$ cat config.mk
export PLATFORM = sky130hd
export DESIGN_NAME = bus_arbiter
export DESIGN_NICKNAME = d
export VERILOG_FILES = /design/src/rtl/bus_arbiter.sv
export SDC_FILE = /design/constraint.sdc
export NUM_CORES = 1
export LEC_CHECK = 0
export CAP_MARGIN = 30
export CORE_AREA = 4 4 41 43
export CTS_BUF_LIST = sky130_fd_sc_hd__clkbuf_8
export CTS_CLUSTER_DIAMETER = 100
export DETAILED_ROUTE_END_ITERATION = 7
export DIE_AREA = 0 0 45 47
export GPL_ROUTABILITY_DRIVEN = 0
export MAX_ROUTING_LAYER = met4
export PLACE_DENSITY = 0.7
export SLEW_MARGIN = 20
export SYNTH_ARGS = -nofsm -noshare
export SYNTH_HDL_FRONTEND = slang
export SYNTH_SLANG_ARGS = --single-unit
$ cat constraint.sdc
create_clock -name Clk -period 1.91 [get_ports Clk]
set_input_delay 0.382 -clock Clk [delete_from_list [all_inputs] [get_ports Clk]]
set_output_delay 0.382 -clock Clk [all_outputs]
set_load 0.03 [all_outputs]
$ cat src/rtl/bus_arbiter.sv
// Three-way round-robin bus arbiter: CPU, DMA RX, DMA TX with idle gap between owners.
// Define BUS_ARBITER_TIMEOUT_EN to bound ownership and mask a revoked requester.
module bus_arbiter #(
    parameter int TIMEOUT_CYCLES = 256,
    parameter int GAP_CYCLES     = 1
) (
    input  logic       Clk,
    input  logic       Rst,
    input  logic [2:0] Req,
    output logic [2:0] Grant,
    output logic       Busy,
    output logic [1:0] Owner,
    output logic       Timeout
);

    typedef enum logic [1:0] {
        IDLE,
        OWNED,
        GAP
    } state_t;

    localparam logic [3:0] GAP_LOAD = 4'(GAP_CYCLES - 1);

    state_t     state, state_n;
    logic [2:0] grant_n;
    logic [1:0] last_owner, last_owner_n;
    logic [1:0] winner;
    logic [3:0] gap_cnt, gap_cnt_n;
    logic [2:0] eligible;

`ifdef BUS_ARBITER_TIMEOUT_EN
    localparam int TW = $clog2(TIMEOUT_CYCLES + 1);
    localparam logic [TW-1:0] T_LAST = TW'(TIMEOUT_CYCLES - 1);

    logic [TW-1:0] tcnt, tcnt_n;
    logic [2:0]    mask, mask_n;
    logic          timeout_n;

    assign eligible = Req & ~mask;
`else
    assign eligible = Req;
    assign Timeout  = 1'b0;
`endif

    assign Busy = |Grant;

    always_comb begin
        Owner = 2'd0;
        unique case (1'b1)
            Grant[0]: Owner = 2'd0;
            Grant[1]: Owner = 2'd1;
            Grant[2]: Owner = 2'd2;
            default:  Owner = 2'd0;
        endcase
    end

    // Search begins just past the previous owner, so it ranks last.
    always_comb begin
        winner = 2'd0;
        case (last_owner)
            2'd0: winner = eligible[1] ? 2'd1 :
                           eligible[2] ? 2'd2 : 2'd0;
            2'd1: winner = eligible[2] ? 2'd2 :
                           eligible[0] ? 2'd0 : 2'd1;
            default: winner = eligible[0] ? 2'd0 :
                              eligible[1] ? 2'd1 : 2'd2;
        endcase
    end

    always_comb begin
        state_n      = state;
        grant_n      = Grant;
        last_owner_n = last_owner;
        gap_cnt_n    = gap_cnt;
`ifdef BUS_ARBITER_TIMEOUT_EN
        tcnt_n    = tcnt;
        mask_n    = mask & Req;
        timeout_n = 1'b0;
`endif
        case (state)
            IDLE: begin
                if (|eligible) begin
                    state_n      = OWNED;
                    grant_n      = 3'b001 << winner;
                    last_owner_n = winner;
`ifdef BUS_ARBITER_TIMEOUT_EN
                    tcnt_n = '0;
`endif
                end
            end
            OWNED: begin
                if (~|(Req & Grant)) begin
                    state_n   = GAP;
                    grant_n   = 3'b000;
                    gap_cnt_n = GAP_LOAD;
                end
`ifdef BUS_ARBITER_TIMEOUT_EN
                else if (tcnt == T_LAST) begin
                    state_n   = GAP;
                    grant_n   = 3'b000;
                    gap_cnt_n = GAP_LOAD;
                    timeout_n = 1'b1;
                    mask_n    = mask_n | Grant;
                end else begin
                    tcnt_n = tcnt + TW'(1);
                end
`endif
            end
            GAP: begin
                if (gap_cnt == 4'd0) state_n = IDLE;
                else gap_cnt_n = gap_cnt - 4'd1;
            end
            default: state_n = IDLE;
        endcase
    end

    always_ff @(posedge Clk or posedge Rst) begin
        if (Rst) begin
            state      <= IDLE;
            Grant      <= 3'b000;
            last_owner <= 2'd2;
            gap_cnt    <= 4'd0;
`ifdef BUS_ARBITER_TIMEOUT_EN
            tcnt    <= '0;
            mask    <= 3'b000;
            Timeout <= 1'b0;
`endif
        end else begin
            state      <= state_n;
            Grant      <= grant_n;
            last_owner <= last_owner_n;
            gap_cnt    <= gap_cnt_n;
`ifdef BUS_ARBITER_TIMEOUT_EN
            tcnt    <= tcnt_n;
            mask    <= mask_n;
            Timeout <= timeout_n;
`endif
        end
    end

endmodule

Yosys cells after proc, flatten, opt, wreduce, memory -nomap -nowiden

Cells that the tools add are included.

Register bits after elaboration: 11
Word-level logic and storage cells: 44
Output and inout port bits: 7
Input bits: 5

Add/subtract/negate cells: 1
Equal/unequal tests: 7
Shift-type cells: 1
Reduce and logical (&&, ||, !) cells: 12
Multiplexer cells: 18
Bitwise gates (word level): 1

Operators by type and width:

| kind                                                 | number |
|---|---|
| two-way mux 2 bit                                    | 8 |
| AND reduction 3 bit                                  | 3 |
| OR reduction 3 bit                                   | 3 |
| two-way mux 4 bit                                    | 2 |
| inequality test 2 bit (second input constant)        | 4 |
| case mux 2 bit (2 select lines)                      | 2 |
| case mux 4 bit (2 select lines)                      | 1 |
| two-way mux 3 bit                                    | 2 |
| case mux 2 bit (3 select lines)                      | 1 |
| case mux 3 bit (2 select lines)                      | 1 |
| equality test 2 x 1 -> 1 bit (second input constant) | 2 |
| zero test 2 bit                                      | 2 |
| zero test 4 bit                                      | 1 |
| nonzero test 2 bit                                   | 2 |
| subtractor 4 x 1 -> 4 bit (second input constant)    | 1 |
| bitwise AND 3 bit                                    | 1 |
| left shift 1 x 2 -> 3 bit (first input constant)     | 1 |
| equality test 2 bit (second input constant)          | 1 |
| AND reduction 2 bit                                  | 1 |
| two-way mux 1 bit                                    | 1 |

Logic depth before layout (Yosys ltp)

Gate-level depths: netlist of the first run.

Depth in word-level cells: 6
Mapped depth: 6
Mapped depth without buffers: 6

Least setup slack after synthesis of the first run

Ideal clock, no wire load.

Kind: register to register
From: register Grant[1]
To: register Grant[0]
Stages on the path, launching flop included: 4
Required time: 1.788 ns
Path buffers: 0
Arrival: 1.402 ns
Slack: 0.386 ns
Clock period less this slack: 1.524 ns
Setup time: 0.122 ns
Path through: dfrtp_1 -> a222oi_1 -> nand3b_2 -> a32o_1

Word-level cells in the longest chain between the ends: 4

Ends and longest elaborated chain:

| what                                   | line | RTL |
|---|---|---|
| start: declaration                     | 10   | `output logic [2:0] Grant,` |
| start signal: assignment               | 130  | `Grant <= grant_n;` |
| bitwise AND 3 bit                      | 92   | `if (~\|(Req & Grant)) begin` |
| OR reduction 3 bit                     | 92   |  |
| inequality test 2 bit (no source line) | n/a  |  |
| AND reduction 3 bit (no source line)   | n/a  |  |

No other way between the ends.
A chain may end at the register's enable or synchronous reset.

Worst setup path after layout of the first run

From: register Grant[2]
To: output port Grant[2]

No word-level cell between the ends.

==> impl_results.md, run 1 <==
- Largest net degree at the start of global routing: 12
- Core ar.: around 0.0013 sq mm
- WHS: approximately 0.42 ns
- Total grt overflow: 0
- Reg2reg start: gap_cnt[1]$_DFFE_PP0P_
- Crit Path Category: reg -> out
- Pwr per Cell Area: ~1700 mW/mm^2
- Clk buf depth: 2
- Synth Area in XOR/XNOR: 0%
- Rows: 13
- Synth warnings: 0
- Synthesis-to-layout area growth: 29.9%
- CTS tree: done
- Nets: 83
- Post-synth EDFFs: 0
- Tcrit/Tclk final: 91.6%
- Worst Hold Class: in -> async
- Cell Count Post-Placement: between 80 and 90
- Commonest cells post-synth: dfrtp_1, inv_1, nand2_1
- R2R cell count: 6
- Worst Setup End Kind: output port
- Static Leak: 0.356 nW
- Clock root cell: clkbuf_8
- Multi-input gate area: 259 sq um
- Reg-to-reg endpoint: gap_cnt[3]$_DFFE_PP0P_
- WL/cell: 12.5 microns
- Ratio of cells with drive above 1 in the final layout: 16.0%
- Clock latency on the worst-skew pair: 0.24 ns
- Setup slack, reg-to-reg: approximately 0.33 ns
- Post-synth top area share: 43.3%
- Number of global-route vias before repair: 489
- Skew final: 0.00211 ns
- Compound-Gate Fraction of Synth Area: about 14%
- Htree depth: 1
- Top_reg_cell synth: dfrtp_1
- Multiplexer share of the synthesized area: roughly 3.5%
- Die footprint: 0.00212 sq mm
- Crit. Startpoint: Grant[2]$_DFFE_PP0P_
- Drt initial violations: 4
- Count leader, synth: dfrtp_1
- Post-Synth Simple-Gate Area: a little under a quarter
- Final WL: 1130 microns
- TritonRoute pass-1 iters: 4
- VDD IR max: about 0.00084 V
- Dominant cell type by area after synthesis: dfrtp_1
- CTS sink cnt: 11
- Number of vias per cell: 5.30
- Ant diodes: 0
- First-pass GRT wire length: 2090 microns
- Post-Layout Cell Count: 90
- Slowest CP cell: clkdlybuf4s50_1
- Synth top area cells: dfrtp_1, dfstp_2, ha_1
- Starting Density: 44.4%
- Max_cap viols: 0
- Die H: 47 microns
- Mapped Nets: 68
- Worst path max stage delay: 0.67 ns
- CP cell instances: buf_4, clkdlybuf4s50_1
- Port bufs: 10
- RSZ-0062 raised after global routing: false
- Pwr Total: 1.29 mW
- Post-synthesis cell count: 61
- Final hold vios: 0
- Width of the die: 45 microns
- WP data arrival: 1.37 ns
- Required time of the critical path: 1.53 ns
- Fillcell total: about 120
- Total global-route track usage: 14.6%
- Flops & latches, synth: 11
- Adder-cell share of the synthesized area: 4.33%
- Setup violators final: 0
- Hold-fix buffers at CTS: 0
- Final core occ: 57.7%
- ANT nets after route: 0
- I/O pins: 12
- Largest family of logic cells by synthesized area: simple AND/OR/NAND/NOR gates
- Startpoint types: flop
- TritonCTS buffer count: 3
- Asr flop ratio synth: 100%
- Register Area: 277 sq um
- Worst-path clk slew: 0.05 ns
- Syn_area_per_cell: 9.48 sq um
- Shortest period the worst path allows: 1.75 ns
- DR DRC count: 0
- Mapped Area: 578 sq um
- Seq/Total Area, Yosys: 47.8%
- Initial antenna violation count: 0
- Fmax: around 570 MHz
- Highest net fanout along the worst path: 4
- Total number of vias: 477
- Dpl hpwl: 877 microns
- Synth cell types: 27
- Status: finished clean
- Fin. max-slew vios: 0
where the power goes:
part	internal [mW]	switching, mW
clock network	0.141	0.0868
logic	0.275	0.354
registers	0.344	0.0842
routing by layer:
| layer | up-vias | GRT usage, % | share of wire (%) |
|---|---|---|---|
| met3 | 3 | 3.45 | 3.7 |
| met2 | 11 | 22.9 | 47 |
| met4 | 0 | 7.02 | 2.0 |
| li1 | 239 | - | - |
| met1 | 224 | 17.7 | 47 |
| met5 | - | - | 0 |
final cells by class:
type,count,share of cell area [%]
Clock buffer,3,5.50
Clock inverter,1,0.500
Inverter,6,3.00
Multi-Input combinational cell,40,34.5
Sequential cell,11,36.8
Tap cell,15,2.50
Timing Repair Buffer,14,17.2
worst max-delay path: cells and delay by family (launching register included):
kind / cells / cell delay [ns]
DFF: 1 / 0.34
buffers and inverters: 2 / 0.80
cells in the final DEF, fill, tap and decap left out, types with 2 or more instances in the layout:
cell	synthesis	routed
mux2i_1	2	2
nor2_1	2	2
a31oi_1	3	3
ha_1	2	2
or3b_2	2	2
clkdlybuf4s50_1	0	9
nand2_1	6	6
or3_1	2	2
nand3_1	4	4
inv_1	6	7
clkbuf_8	0	3
buf_4	1	4
dfrtp_1	10	10
o21ai_0	3	3
a21oi_1	2	2
nor2b_1	2	2
worst max-delay path by stage:
| stage | slack (ns) | end |
|---|---|---|
| after floorplan | 0.39 | Grant[0]$_DFFE_PP0P_ |
| after global placement | -0.01 | Grant[0]$_DFFE_PP0P_ |
| after detailed placement | -0.06 | Grant[0]$_DFFE_PP0P_ |
| after CTS | 0.15 | Grant[2] |
| after global routing | 0.06 | Grant[0]$_DFFE_PP0P_ |
| final | 0.16 | Grant[2] |
flip-flops by register name, indices dropped and copies added (netlist names):
| register | cells |
|---|---|
| state | 2 |
| gap_cnt | 4 |
| Grant | 3 |
| last_owner | 2 |
logic make-up after synthesis:
logic type,Yosys count
simple gates,23
compound gates,12
flops,11
buf+inv,10
mux,2
fa+ha+maj,2
other cells,1
repair_timing:
action                     in CTS  in global routing
setup endpoints to repair       1                  0
buffers inserted                0                  0
hold endpoints to repair        0                  0
resized for setup               1                  0
per-stage QoR:
| step | instance area (sq um) | setup TNS (ns) | setup slack, ns |
|---|---|---|---|
| 2_1_floorplan | 578 | 0 | 0.386 |
| 3_3_place_gp | 707 | -0.00989 | -0.00989 |
| 3_5_place_dp | 707 | -0.0953 | -0.0588 |
| 4_1_cts | 751 | 0 | 0.150 |
| 5_1_grt | 751 | 0 | 0.0574 |
| 6_report | 751 | 0 | 0.160 |
Power figures use the tool's default switching activity.
==> inputs of run 2 (changes only) <==
HOLD_SLACK_MARGIN = 0.02   (was not set)
==> results of run 2 <==
Final layout, timing and power as in run 1 (identical DEF).
